===== src/rtl/return_address_stack_pkg.sv =====
// Shared types for the fetch-stage return-address stack: PC/bool typedefs,
// default depth, checkpoint payload and the return-address helper.
package return_address_stack_pkg;

  localparam int unsigned PC_W              = 32;
  localparam int unsigned RAS_DEPTH_DEFAULT = 8;
  localparam int unsigned RAS_PTR_W_DEFAULT = $clog2(RAS_DEPTH_DEFAULT);
  // Calls return past the branch delay slot
  localparam int unsigned RAS_RET_OFFSET    = 8;

  typedef logic [PC_W-1:0] pc_t;
  typedef logic            bool_t;

  // Checkpoint carried down the pipe with a branch so a redirect can restore the stack
  typedef struct packed {
    logic [RAS_PTR_W_DEFAULT-1:0] ptr;
    logic [RAS_PTR_W_DEFAULT:0]   cnt;
  } ras_ckpt_t;

  // Return address pushed for a call fetched at pc (32-bit modulo)
  function automatic pc_t ras_ret_addr(input pc_t pc);
    return pc + PC_W'(RAS_RET_OFFSET);
  endfunction

endpackage


===== src/rtl/return_address_stack_entry_array.sv =====
// DEPTH x 32 return-address register file: one write port, one async read
// port, all entries cleared by reset.
module ras_entry_array
  import return_address_stack_pkg::*;
#(
  parameter int unsigned DEPTH = RAS_DEPTH_DEFAULT,
  localparam int unsigned PTR_W = $clog2(DEPTH)
) (
  input  logic             clk,
  input  logic             rst_n,
  input  logic             we_i,
  input  logic [PTR_W-1:0] waddr_i,
  input  logic [PC_W-1:0]  wdata_i,
  input  logic [PTR_W-1:0] raddr_i,
  output logic [PC_W-1:0]  rdata_o
);

  pc_t mem_q [DEPTH];

  // Entry storage; only the write port changes contents after reset
  always_ff @(posedge clk or negedge rst_n) begin
    if (!rst_n) begin
      for (int i = 0; i < int'(DEPTH); i++) begin
        mem_q[i] <= '0;
      end
    end else if (we_i) begin
      mem_q[waddr_i] <= wdata_i;
    end
  end

  assign rdata_o = mem_q[raddr_i];

endmodule


===== src/rtl/return_address_stack.sv =====
// Speculative return-address stack beside the fetch quick decoder.
// Circular buffer: calls push pc+8, returns pop, overflow overwrites oldest.
// Optional feature macro RAS_CHECKPOINT_EN: flush restores the checkpointed
// top/count instead of emptying the stack.
module return_address_stack
  import return_address_stack_pkg::*;
#(
  parameter int unsigned DEPTH = RAS_DEPTH_DEFAULT,
  localparam int unsigned PTR_W = $clog2(DEPTH)
) (
  input  logic             clk,
  input  logic             rst_n,
  input  logic             fetch_valid,
  input  logic             stall,
  input  logic [PC_W-1:0]  fetch_pc,
  input  logic             is_call,
  input  logic             is_return,
  output logic [PC_W-1:0]  ras_target,
  output logic             ras_valid,
  input  logic             flush,
  input  logic [PTR_W-1:0] flush_ptr,
  input  logic [PTR_W:0]   flush_cnt,
  output logic [PTR_W-1:0] cur_ptr,
  output logic [PTR_W:0]   cur_cnt
);

  localparam int unsigned CNT_W = PTR_W + 1;
  localparam logic [CNT_W-1:0] CNT_FULL = CNT_W'(DEPTH);

  logic [PTR_W-1:0] top_q, top_d;
  logic [CNT_W-1:0] cnt_q, cnt_d;
  logic             we_c;
  logic [PTR_W-1:0] waddr_c;
  pc_t              wdata_c;
  pc_t              rdata_c;
  logic             upd_c;
  logic             empty_c;
  logic [PTR_W-1:0] top_inc_c;
  logic [PTR_W-1:0] top_dec_c;
  logic [CNT_W-1:0] cnt_sat_inc_c;

  assign upd_c         = fetch_valid & ~stall & ~flush;
  assign empty_c       = (cnt_q == '0);
  assign top_inc_c     = top_q + PTR_W'(1);
  assign top_dec_c     = top_q - PTR_W'(1);
  assign cnt_sat_inc_c = (cnt_q == CNT_FULL) ? CNT_FULL : cnt_q + CNT_W'(1);

`ifndef RAS_CHECKPOINT_EN
  // Checkpoint inputs have no effect when the stack is simply emptied on flush
  logic unused_flush_ckpt;
  assign unused_flush_ckpt = ^{flush_ptr, flush_cnt};
`endif

  // Next-state for top/count and the entry write request
  always_comb begin
    top_d   = top_q;
    cnt_d   = cnt_q;
    we_c    = 1'b0;
    waddr_c = top_inc_c;
    wdata_c = ras_ret_addr(fetch_pc);
    if (flush) begin
`ifdef RAS_CHECKPOINT_EN
      top_d = flush_ptr;
      cnt_d = (flush_cnt > CNT_FULL) ? CNT_FULL : flush_cnt;
`else
      top_d = '0;
      cnt_d = '0;
`endif
    end else if (upd_c) begin
      if (is_call && is_return) begin
        if (empty_c) begin
          // Nothing to replace: behaves as a plain push
          top_d = top_inc_c;
          cnt_d = CNT_W'(1);
          we_c  = 1'b1;
        end else begin
          waddr_c = top_q;
          we_c    = 1'b1;
        end
      end else if (is_call) begin
        top_d = top_inc_c;
        cnt_d = cnt_sat_inc_c;
        we_c  = 1'b1;
      end else if (is_return && !empty_c) begin
        top_d = top_dec_c;
        cnt_d = cnt_q - CNT_W'(1);
      end
    end
  end

  // Top pointer and occupancy registers
  always_ff @(posedge clk or negedge rst_n) begin
    if (!rst_n) begin
      top_q <= '0;
      cnt_q <= '0;
    end else begin
      top_q <= top_d;
      cnt_q <= cnt_d;
    end
  end

  ras_entry_array #(
    .DEPTH (DEPTH)
  ) u_entries (
    .clk     (clk),
    .rst_n   (rst_n),
    .we_i    (we_c),
    .waddr_i (waddr_c),
    .wdata_i (wdata_c),
    .raddr_i (top_q),
    .rdata_o (rdata_c)
  );

  // Zero-latency prediction; stale entries are hidden while empty
  assign ras_target = empty_c ? '0 : rdata_c;
  assign ras_valid  = ~empty_c;
  assign cur_ptr    = top_q;
  assign cur_cnt    = cnt_q;

endmodule


===== config.mk =====
export PLATFORM = sky130hd
export DESIGN_NAME = return_address_stack
export DESIGN_NICKNAME = d
export VERILOG_FILES = /design/src/rtl/return_address_stack_pkg.sv /design/src/rtl/return_address_stack_entry_array.sv /design/src/rtl/return_address_stack.sv
export SDC_FILE = /design/constraint.sdc
export NUM_CORES = 1
export LEC_CHECK = 0
export CAP_MARGIN = 20
export CORE_MARGIN = 2
export CORE_UTILIZATION = 35
export DETAILED_ROUTE_END_ITERATION = 10
export HOLD_SLACK_MARGIN = 0.12
export PLACE_DENSITY = 0.6
export SYNTH_ARGS = -nofsm -noshare
export SYNTH_HDL_FRONTEND = slang
export SYNTH_HIERARCHICAL = 1
export SYNTH_SLANG_ARGS = --single-unit

===== constraint.sdc =====
create_clock -name clk -period 2.8 [get_ports clk]
set_clock_uncertainty 0.1 [all_clocks]
set_input_delay 0.28 -clock clk [delete_from_list [all_inputs] [get_ports clk]]
set_output_delay 0.28 -clock clk [all_outputs]
set_load 0.01 [all_outputs]

==> impl_results.md <==
* #FFs+latches synth at 263
* Core Region at about 37000 um2
* R2R Setup Slk at -0.01 ns
* Die H at between 150 and 200 um
* RSZ-0062 raised after global routing: true
* Vias in the first global route at 8647
* PD cells at a little under 600 nW/um2
* Final core occ at 45.66%
* Switch Pwr at roughly 2400 uW
* Max-cap violations at 0
* Slack of the critical path at -0.03836 ns
* Initial Util at 35.71%
* Synth warnings at 6
* Status: finished, violations left
* Fin. max-slew vios at 0
* Global-route wire length before repair at 52.12 mm
* Dpl hpwl at roughly 20 mm
* Yosys top cell area share at roughly half
* Root buffer cell: clkbuf_16
* CP arrival at roughly 2.5 ns
* Initial antenna violation count at 0
* Worst skew pair latency at 0.54 ns
* Htree depth at 1
* CTS tree: done
* Placed cell areas at roughly 15000 um2
* Layout cells sized above 1 at 53.20%
* # clock sinks at 263
* Die area at a little under 40000 um2
* Final nets at roughly 1100
* Flop pwr share at 45.4%
* Die width at 197.7 um
* Antenna Cells at 0
* Worst flop-to-flop path endpoint: u_entries/mem_q[181]$_DFFE_PN0P_
* Syn Inst Count at 874
* WP data required at 2.42 ns
* Filler Cell Count at 3278
* Routed length per instance at 22.43 um
* Initial DRC count at around 490
* FF-to-FF Start: cur_cnt[1]$_DFFE_PN0P_
* HP Class: input pin to async pin
* Number of enable flip-flop cells after synthesis at 0
* Startpoint Class: flop
* CTS buffer count at 29
* P_leak at 0.007751 uW
* Design area at 16800 um2
* Largest net degree at the start of global routing at 86
* Sw Ratio at ~24%
* Internal power at 7385 uW
* Fin crit period at 2.838 ns
* Syn_area_per_cell at between 15 and 20 um2
* Max frequency at 352.3 MHz
* Global route total overflow at 0
* Maximum VDD drop at 341.6 uV
* Post-synthesis cell area at 13140 um2
* Routability cong. at 0.8089
* Ports at 86
* Synthesis-to-layout area growth at 27.87%
* Top cells by area, synth: dfrtp_1, mux2_2, mux4_1, mux4_2, and2_1
* Max clock buf depth at 3
* Ys async rst share at 100.0%
* Setup crit end kind: output pin
* Seq/Total Area, Yosys at 50.10%
* Failing checks: setup timing
* Slew @ Worst Pin at ~0.73 ns
* Yosys cell types at 54
* Number of vias per cell at 5.340
* DRC violations left at 0
* Gate power share at 16.7%
* Via Count at about 8000
* Setup Viol. Count Final at 13
* Leading area contributor after synthesis: dfrtp_1
* Final Cycle Share at 101.4%
* Antenna Violating Nets Remaining at 0
* Std-Cell Rows at 70
* DR pass1 iterations at 4
* Total Wirelength at 34.31 mm
* Worst-path clk slew at 0.06 ns
* Port Buffers at 78
* Top FF cell, synth: dfrtp_1
* Setup Slack @ Placement at -0.3151 ns
* Worst-path maximum fanout at 8
* Proportion of power drawn by the clock network at 37.9%
* Setup CP Type: flop to output pin
* Slew headroom at 50.92%
* FF-to-FF path depth at 13
* Net Count, Synth at 926
* Hold Fails Final Rpt at 0
* GRT Total Usage at around 17%
Yosys cell counts (all sizes together) (4+ instances only):
library cell,n
dfrtp,263
o21ai,9
a21oi,5
xnor2,17
inv,13
nand4,11
xor2,14
ha,6
nor4,4
nand3,12
nand4b,4
nor3,11
buf,46
and2,32
mux4,64
clkbuf,12
nor2,8
nand2,17
mux2,288
state kept, by name, summed over array words and instances (netlist names):
name,cells
cur_cnt,4
u_entries/mem_q,256
cur_ptr,3
repair_timing:
item / 4_1_cts / 5_1_grt
pin swaps: 4 / 6
setup endpoints to repair: 182 / 237
endpoints found under the hold margin: 79 / 0
hold buffers: 1 / 0
gates resized for setup: 221 / 122
buffers inserted: 17 / 10
cloned: 9 / 5
power groups by stage:
stage / combinational, uW / clock (uW) / sequential, uW
2_1_floorplan: 874 / 0 / 4390
3_3_place_gp: 1360 / 0 / 4440
3_5_place_dp: 1390 / 0 / 4460
4_1_cts: 1490 / 3800 / 4410
5_1_grt: 1770 / 3970 / 4470
6_report: 1630 / 3700 / 4430
worst max-delay path: stages (launching register included):
cell     delay [ns]
dfrtp_4        0.55
buf_12         0.17
buf_12         0.14
buf_12         0.12
mux4_2         0.40
mux2_4         0.29
and2_4         0.14
buf_6          0.11
stage by stage:
stage | total power [uW] | hold slack [ns] | setup TNS [ns] | std cells
finish | 9767 | 0.2216 | -0.1397 | 1530
floorplan | 5269 | -0.1156 | 0 | 874
global placement | 5809 | 0.2429 | -49.65 | 1439
global route | 10210 | 0.2926 | -6.372 | 1530
detailed placement | 5854 | 0.2425 | -60.44 | 1439
CTS | 9704 | 0.2583 | -1.543 | 1520
layout make-up:
class / instances / area [um2] / area share, %
clock buffer: 46 / 859.6 / 5.118
clock inverter: 8 / 72.57 / 0.4321
tap: 468 / 585.6 / 3.486
sequential: 263 / 6588 / 39.22
multi-input combinational: 540 / 6540 / 38.94
inverter: 13 / 51.30 / 0.3054
timing repair buffer: 192 / 2100 / 12.50
placed cells by master (no fill, tap or decap), types with 6 or more instances in the layout:
cell type,instances
buf_6,22
buf_2,25
clkdlybuf4s50_1,45
and2_4,6
mux2_4,101
nor2_1,8
buf_12,24
buf_4,62
inv_1,9
clkbuf_16,34
xor2_1,14
mux2_2,180
mux4_2,59
mux2_1,7
buf_16,6
clkbuf_8,7
dfrtp_1,260
nor3_1,11
and2_1,24
o21ai_0,8
clkbuf_1,10
nand2_1,16
nand4_1,11
xnor2_1,15
nand3_1,11
worst max-delay path by stage:
stage	from	endpoint	slack [ns]	cells after the start
after global routing	cur_cnt[1]$_DFFE_PN0P_	u_entries/mem_q[161]$_DFFE_PN0P_	-0.13	13
after CTS	cur_ptr[0]$_DFFE_PN0P_	ras_target[16]	-0.12	7
after detailed placement	fetch_valid	u_entries/mem_q[231]$_DFFE_PN0P_	-0.32	10
after global placement	fetch_valid	u_entries/mem_q[233]$_DFFE_PN0P_	-0.26	10
after floorplan	cur_cnt[0]$_DFFE_PN0P_	u_entries/mem_q[193]$_DFFE_PN0P_	0.02	11
final	cur_ptr[0]$_DFFE_PN0P_	ras_target[11]	-0.04	7
per-layer routing:
metal  vias to the layer above  part of all wire, %  GRT usage, %
met2                       142                   48         28.21
li1                       3594                    -             -
met5                         -                    0             0
met4                         0                  2.4         5.514
met1                      4389                   47         24.54
met3                        45                  2.6         1.754
cell families after synthesis:
| kind of cell | share of synthesized area (%) |
|---|---|
| mux | 36.96 |
| compound gates | 1.591 |
| buf+inv | 3.124 |
| xor+xnor | 2.067 |
| flops | 50.10 |
| fa+ha+maj | 0.5715 |
| simple gates | 5.582 |
Note: power is estimated with default switching activity, not from simulation.
